--- config.mk ---
export PLATFORM = sky130hd
export DESIGN_NAME = filt_scan
export DESIGN_NICKNAME = d
export VERILOG_FILES = /design/src/rtl/filt_scan_pkg.sv /design/src/rtl/filt_scan_evt_arb.sv /design/src/rtl/filt_scan.sv
export SDC_FILE = /design/constraint.sdc
export NUM_CORES = 1
export LEC_CHECK = 0
export ABC_AREA = 1
export CAP_MARGIN = 40
export CORE_MARGIN = 2
export CORE_UTILIZATION = 40
export DETAILED_ROUTE_END_ITERATION = 7
export PLACE_DENSITY = 0.66
export SLEW_MARGIN = 20
export SYNTH_ARGS = -nofsm -noshare
export SYNTH_HDL_FRONTEND = slang
export SYNTH_SLANG_ARGS = --single-unit
--- constraint.sdc ---
create_clock -name clk -period 3.1 [get_ports clk]
set_input_delay 0.62 -clock clk [delete_from_list [all_inputs] [get_ports clk]]
set_output_delay 0.62 -clock clk [all_outputs]
set_load 0.01 [all_outputs]
--- src/rtl/filt_scan_pkg.sv ---
// Shared types and defaults for the time-multiplexed glitch filter.
// Latency: n/a (types and constants only).
// Backpressure: n/a.
// Contents: default channel count, counter width and filter length; the
// per-channel state struct filt_ch_t and the held-event struct filt_evt_t.
package filt_scan_pkg;

    localparam int FILT_N_CH    = 8;
    localparam int FILT_PW      = $clog2(FILT_N_CH);
    localparam int FILT_CNT_W   = 3;
    localparam int FILT_DEF_LEN = 3;

    // Per-channel filter state: current filtered level and run counter of
    // consecutive visits on which the raw input disagreed with it.
    typedef struct packed {
        logic                  level;
        logic [FILT_CNT_W-1:0] cnt;
    } filt_ch_t;

    // One level-change event as presented to the consumer.
    typedef struct packed {
        logic [FILT_PW-1:0] ch;
        logic               level;
    } filt_evt_t;

endpackage

--- src/rtl/filt_scan_evt_arb.sv ---
// Pending-event collector, lowest-index picker and single-entry hold register.
// Latency: a pend bit set at edge E is presented at edge E+1 when the hold register is empty.
// Backpressure: held event is stable until evt_valid_o & evt_ready_i; one bubble cycle follows each accept.
// Ports: clk/rst_n (sync, active-low); set_pend_i marks channels that just flipped;
// level_i is the filtered level vector sampled on load; evt_* is the valid/ready event output.
// Instantiated by filt_scan only when FILT_SCAN_EVT_EN is defined.
module filt_scan_evt_arb
    import filt_scan_pkg::*;
#(
    parameter int N_CH = FILT_N_CH,
    localparam int PW  = $clog2(N_CH)
) (
    input  logic            clk,
    input  logic            rst_n,
    input  logic [N_CH-1:0] set_pend_i,
    input  logic [N_CH-1:0] level_i,
    output logic            evt_valid_o,
    input  logic            evt_ready_i,
    output logic [PW-1:0]   evt_ch_o,
    output logic            evt_level_o
);

    logic [N_CH-1:0] pend_q, pend_d, clr;
    logic            vld_q;
    filt_evt_t       hold_q, pick;
    logic            found, load;

    always_comb begin
        pick  = '0;
        found = 1'b0;
        // Scan downward so the lowest pending index is the last one written.
        for (int k = N_CH - 1; k >= 0; k--) begin
            if (pend_q[k]) begin
                found      = 1'b1;
                pick.ch    = PW'(k);
                pick.level = level_i[k];
            end
        end
        // Loads only from the empty state, so an accept edge never reloads:
        // that gives the single bubble cycle between back-to-back events.
        load   = !vld_q && found;
        clr    = load ? ({{(N_CH-1){1'b0}}, 1'b1} << pick.ch) : '0;
        // A flip landing on the channel being loaded re-arms it (set wins).
        pend_d = (pend_q & ~clr) | set_pend_i;
    end

    always_ff @(posedge clk) begin
        if (!rst_n) begin
            pend_q <= '0;
            vld_q  <= 1'b0;
            hold_q <= '0;
        end else begin
            pend_q <= pend_d;
            if (load) begin
                vld_q  <= 1'b1;
                hold_q <= pick;
            end else if (vld_q && evt_ready_i) begin
                vld_q  <= 1'b0;
            end
        end
    end

    assign evt_valid_o = vld_q;
    assign evt_ch_o    = hold_q.ch;
    assign evt_level_o = hold_q.level;

endmodule

--- src/rtl/filt_scan.sv ---
// Shared-path hysteresis filter for N_CH slow level inputs, one channel visited per enabled cycle.
// Latency: y[c] updates at the edge ending its visit; flips after L consecutive differing visits (<= L*N_CH cycles).
// Backpressure: filtering never stalls; events queue as pend bits while evt_ready is low (FILT_SCAN_EVT_EN).
// Ports: clk, rst_n (sync, active-low), en (scan enable), len (filter length, taken at frame wrap),
// i (raw synchronised levels), y (filtered levels), ptr (channel visited this cycle),
// frame_done (pulse after channel N_CH-1 visit); evt_valid/evt_ready/evt_ch/evt_level
// exist only when the FILT_SCAN_EVT_EN macro is defined.
// CNT_W and N_CH must match the package constants that size filt_ch_t / filt_evt_t.
module filt_scan
    import filt_scan_pkg::*;
#(
    parameter int N_CH    = FILT_N_CH,
    parameter int CNT_W   = FILT_CNT_W,
    parameter int DEF_LEN = FILT_DEF_LEN,
    localparam int PW     = $clog2(N_CH)
) (
    input  logic             clk,
    input  logic             rst_n,
    input  logic             en,
    input  logic [CNT_W-1:0] len,
    input  logic [N_CH-1:0]  i,
    output logic [N_CH-1:0]  y,
    output logic [PW-1:0]    ptr,
    output logic             frame_done
`ifdef FILT_SCAN_EVT_EN
    ,
    output logic             evt_valid,
    input  logic             evt_ready,
    output logic [PW-1:0]    evt_ch,
    output logic             evt_level
`endif
);

    filt_ch_t [N_CH-1:0] ch_q;
    logic     [PW-1:0]   ptr_q;
    logic     [CNT_W-1:0] len_q;
    logic                frame_done_q;

    filt_ch_t            cur, nxt;
    logic     [CNT_W-1:0] lim;
    logic                last;

    assign last = (ptr_q == PW'(N_CH - 1));

    // Update path for the single channel under the pointer.
    always_comb begin
        cur = ch_q[ptr_q];
        nxt = cur;
        // len_q==0 behaves as length 1, so the threshold is 0 in both cases.
        lim = (len_q == '0) ? '0 : len_q - 1'b1;
        if (i[ptr_q] == cur.level) begin
            nxt.cnt = '0;
        end else if (cur.cnt >= lim) begin
            nxt.level = ~cur.level;
            nxt.cnt   = '0;
        end else begin
            nxt.cnt = cur.cnt + 1'b1;
        end
    end

    always_ff @(posedge clk) begin
        if (!rst_n) begin
            ch_q         <= '0;
            ptr_q        <= '0;
            len_q        <= CNT_W'(DEF_LEN);
            frame_done_q <= 1'b0;
        end else begin
            frame_done_q <= en && last;
            if (en) begin
                ch_q[ptr_q] <= nxt;
                if (last) begin
                    ptr_q <= '0;
                    // Length only changes on frame boundaries so every
                    // channel in a frame is filtered with the same L.
                    len_q <= len;
                end else begin
                    ptr_q <= ptr_q + 1'b1;
                end
            end
        end
    end

    always_comb begin
        for (int k = 0; k < N_CH; k++) begin
            y[k] = ch_q[k].level;
        end
    end

    assign ptr        = ptr_q;
    assign frame_done = frame_done_q;

`ifdef FILT_SCAN_EVT_EN
    logic [N_CH-1:0] set_pend;

    always_comb begin
        set_pend = '0;
        if (en && (nxt.level != cur.level)) begin
            set_pend[ptr_q] = 1'b1;
        end
    end

    filt_scan_evt_arb #(
        .N_CH (N_CH)
    ) u_evt_arb (
        .clk         (clk),
        .rst_n       (rst_n),
        .set_pend_i  (set_pend),
        .level_i     (y),
        .evt_valid_o (evt_valid),
        .evt_ready_i (evt_ready),
        .evt_ch_o    (evt_ch),
        .evt_level_o (evt_level)
    );
`endif

endmodule

# Word-level counts from Yosys, hierarchy flattened
# Cells that the tools add are included.
[totals]
register_bits = 39
in_bits = 14
out_inout_bits = 12
[op_classes]
addsub = 3
n_lt_le_gt_ge = 3
eq_ne = 2
n_mux = 13
bitwise = 1
n_reduce_logical = 4
[op_table]
columns = ["cell", "n"]
rows = [
  ["bitwise mux 32 bit", 1],
  ["binary-select mux 4 bit (select 3 bit)", 1],
  ["demux 4 bit (select 3 bit)", 1],
  ["two-way mux 3 bit", 4],
  ["two-way mux 4 bit", 2],
  ["adder 3 x 1 -> 3 bit, second input constant", 2],
  ["< comparator 3 x 4 -> 1 bit, second input constant", 1],
  ["binary-select mux 1 bit (select 3 bit)", 1],
  ["equality test 3 bit, second input constant", 1],
  ["greater-or-equal comparator 3 x 1 -> 1 bit, second input constant", 1],
  ["greater-or-equal comparator 3 bit", 1],
  ["logical NOT 3 bit", 1],
  ["two-way mux 1 bit", 3],
  ["subtractor 3 x 1 -> 3 bit, second input constant", 1],
  ["logical AND 1 bit", 2],
  ["AND reduction 2 bit", 1],
  ["equality test 1 bit", 1],
  ["NOT 1 bit", 1],
]

# Depth between registers and ports, before layout
[logic_depth]
word_depth = 6
mapped_depth = 15
depth_no_buf = 14

# Worst setup path before layout
# OpenSTA, ideal clock, no wires.
[synth_timing]
kind = "register to register"
from = "register ptr_q[0], in the netlist ptr[0]"
to = "register ch_q[10] (netlist bit)"
setup_time_ps = 70
arrival_ps = 2231
required_ps = 3030
slack_ps = 799
stages_incl_launch_ff = 16
n_path_buf = 2
period_less_slack_ps = 2301
cell_sequence = "dfxtp_1 -> inv_2 -> buf_6 -> buf_6 -> nor2_1 -> nor3_1 -> a211oi_1 -> o211ai_1 -> ha_1 -> nand3_1 -> nand3_1 -> inv_1 -> nand2_1 -> nor2_1 -> nand2_4 -> a21oi_1"
[synth_via]
elab_chain_cells = 6
word_cells_on_any_way = 15
cone_classes = "add/sub (1); order compare (3); eq/ne (1); mux (9); reduce/logical (1)"
[synth_lines]
columns = ["element", "line", "text"]
rows = [
  ["from (decl)", "filt_scan.sv:35", "logic [PW-1:0] ptr_q;"],
  ["from (signal assigned)", "filt_scan.sv:77", "ptr_q <= ptr_q + 1'b1;"],
  ["binary-select mux 4 bit (select 3 bit)", "filt_scan.sv:47", "cur = ch_q[ptr_q];"],
  ["two-way mux 4 bit (implied by the code)", "filt_scan.sv:47", ""],
  ["adder 3 x 1 -> 3 bit / greater-or-equal comparator 3 bit (equally long branches)", "filt_scan.sv:57, filt_scan.sv:53", ""],
  ["two-way mux 3 bit", "filt_scan.sv:53", "end else if (cur.cnt >= lim) begin"],
  ["two-way mux 3 bit", "filt_scan.sv:51", "if (i[ptr_q] == cur.level) begin"],
  ["bitwise mux 32 bit *", "filt_scan.sv:70", "ch_q[ptr_q] <= nxt;"],
  ["to (signal, indexed assignment)", "filt_scan.sv:70", ""],
  ["to (decl)", "filt_scan.sv:34", "filt_ch_t [N_CH-1:0] ch_q;"],
]
# Every way passes the cells marked *; elsewhere a longest branch is shown, timed or not. The select of a mux whose other input is x is not followed.
# A chain may end at the register's enable or synchronous reset.

# Worst setup path after layout
[layout_timing]
from = "register ptr_q[0], in the netlist ptr[0]"
to = "register ch_q[6] (netlist bit)"
# The elaborated chain is that of the path after synthesis.

==> flow_summary_export.csv <==
group,metric,value,unit
clock_tree,post_cts_buffers,0,
setup_path,worstRegToRegCells,14,
setup_path,cp_max_fo,20,
detailed_routing,drtAntennaViolNets,0,
setup_path,reg2reg_to,"ch_q[6]",
timing,layout_min_cycle_time,2530,ps
clock_tree,cts_max_level,2,
run_status,status,"completed",
die,io_pins,26,
synthesis,netlist_instances,285,
power_and_ir_drop,pwr_density_cell,479,nW/um^2
setup_path,crit_path_end,"ch_q[6]",
setup_path,worstPathArrival,2760,ps
detailed_routing,drcViolationCount,0,
synthesis,synthesis.area,2040,sq um
setup_path,worstSetupStartpoint,"ptr[0]",
timing,post-route-period-util,81.6,%
global_route,grt_pass1_vias,1677,
place,place_inst,364,
min_path,min_path_type,"flip-flop to flip-flop",
place,place_ws,634,ps
clock_tree,clk_pin_slew,80,ps
finish,drive_gt1_share,7.24,%
synthesis,yosysUniqueCellTypes,26,
global_route,grt_usage,18.6,%
die,die-area,5680,sq um
timing,setup_ws,571,ps
finish,instances_no_fill,371,
timing,setup_viol,0,
synthesis,synth_warnings,0,
detailed_routing,routed_wl,4690,microns
timing,hold_viol,0,
place,port_buffers,25,
global_route,grt_pass1_wl,8030,microns
timing,relSlewSlack,65.4,%
detailed_routing,routedWlPerCell,12.6,microns
die,rows,25,
global_route,antenna_found_initial,0,
die,dieWidth,75.4,microns
synthesis,synth_top_area_share,38.3,%
run,cap_violations,0,
finish,diodes,0,
timing,final.setup.tns,0,ps
setup_path,end_kind,"flip-flop",
finish,fin_nets,327,
power_and_ir_drop,peakVddDrop,0.000248,V
timing,slew_viol_final,0,
place,place_congestion,0.845,
setup_path,reg2reg_setup_slack,570,ps
finish,area_growth,16.2,%
clock_tree,cts_tree,"built",
clock_tree,clock_sinks,39,
clock_tree,cts_resized,0,
detailed_routing,vias_per_cell,5.03,
clock_tree,cts_root_buf,"clkbuf_8",
timing,rsz0062_at_grt,"no",
setup_path,path_class,"flip-flop to flip-flop",
timing,whs,499,ps
synthesis,syn_nets,308,
synthesis,synth_seq_cells,39,
finish,nFillCells,504,
synthesis,synth.area.top_cells,"dfxtp_1 38%, o21ai_0 9.1%, a21oi_1 8.8%",
detailed_routing,drt-initial-drc-count,113,
timing,timing.fmax,395,MHz
power_and_ir_drop,p_leak,1.05,nW
synthesis,yosysSeqAreaShare,38.3,%
clock_tree,clock_latency,290,ps
timing,skew,3.74,ps
setup_path,r2r_start,"ptr[0]",
timing,tightest_slew,516,ps
place,hpwl,3340,microns
die,die_y,75.4,microns
setup_path,required,3330,ps
synthesis,synth_area_per_cell,7.15,sq um
detailed_routing,drt-pass1-iter-count,5,
clock_tree,hold_buffers,0,
detailed_routing,via_count,1865,
synthesis,synth_top_area_cell,"dfxtp_1",
setup_path,crit_path_start_kind,"flip-flop",
die,core,4820,sq um
clock_tree,clockBufferDepth,2,
clock_tree,cts_buffers,5,
global_route,grt.overflow.total,0,
die,initial_utilization,42.3,%
global_route,grt_max_degree,39,
[synth_stat cells]
cell       n
nand3_2    2
nor2_2     2
clkbuf_1   4
buf_4      9
o21ai_1    5
ha_1       9
o21ai_2    1
dfxtp_1   39
nor3_1     3
nand2_4    4
or2_2      1
a211oi_1   1
nand3b_1   1
a21oi_1   36
clkinv_1   1
inv_2      1
o211ai_1   4
nor2_1    36
nand3_1   13
o21ai_0   37
nor3_2     1
buf_2      1
inv_1     33
buf_6      2
nand2_1   38
or2_1      1
[state kept, by name, indices dropped and copies added, names as in the netlist]
register and cells:
len_q 3, frame_done 1, y 8, ptr 3
ch_q 24
[placed cells by master (no fill, tap or decap), drive strengths merged]
cell type / instances
nand3: 15
inv: 34
clkbuf: 5
o211ai: 4
o21ai: 43
clkdlybuf4s50: 25
a211oi: 1
nand2: 42
a21oi: 36
or2: 2
nor2: 38
dfxtp: 39
clkinv: 3
ha: 9
buf: 3
nand3b: 1
nor3: 4
[worst max-delay path, cell delays in order, from the launching register on]
cell	delay, ps
dfxtp_1	340
inv_2	280
nand2_1	100
nand3_1	110
nand2_1	60
nor2_1	210
inv_1	70
ha_1	340
a21oi_1	180
nand3_1	150
inv_1	150
nand2_1	60
nor2_1	150
nand2_4	120
a21oi_1	140
[final cells by class]
type	instances	area (sq um)	area share (%)
sequential	39	781	33.0
clock buffer	5	68.8	2.91
inverter	35	131	5.55
tap	67	83.8	3.54
clock inverter	2	13.8	0.582
multi-input combinational	195	1010	42.9
timing repair buffer	28	273	11.5
[per-layer routing]
layer / routed length, microns / global-route usage, % / share of wire (%)
met4: 40 / 4.09 / 0.85
met3: 304 / 4.76 / 6.5
met1: 2280 / 25.8 / 49
met2: 2070 / 29.5 / 44
met5: 0 / 0 / 0
[cell families (layout without fill, tap and decap cells)]
| logic type | count (synthesis) | count (layout) | synth area share (%) |
|---|---|---|---|
| AOI/OAI and AO/OA | 84 | 84 | 21.4 |
| adders and majority gates | 9 | 9 | 5.53 |
| buffers and inverters | 51 | 70 | 11.9 |
| and+or+nand+nor | 102 | 102 | 22.9 |
| DFF | 39 | 39 | 38.3 |
[through the flow]
stage / util, % / cell area (sq um) / total power [mW]
finish: 49.1 / 2370 / 1.13
global route: 49.1 / 2370 / 1.20
CTS: 49.1 / 2370 / 1.14
detailed placement: 47.4 / 2280 / 0.810
global placement: 47.4 / 2280 / 0.809
floorplan: - / 2040 / 0.736
[power breakdown]
group,internal [mW],switching [mW]
Combinational,0.0949,0.170
Clock,0.154,0.179
Sequential,0.521,0.0151
[how the worst min path moves through the flow]
stage / startpoint / endpoint / slack, ps / cells after the start
after floorplan: len_q[2] / len_q[2] / 450 / 2
after global placement: len_q[2] / len_q[2] / 480 / 2
after detailed placement: len_q[2] / len_q[2] / 490 / 2
after CTS: len_q[2] / len_q[2] / 500 / 2
after global routing: len_q[1] / len_q[1] / 530 / 2
final: len_q[2] / len_q[2] / 500 / 2
(Power assumes the default switching activity.)
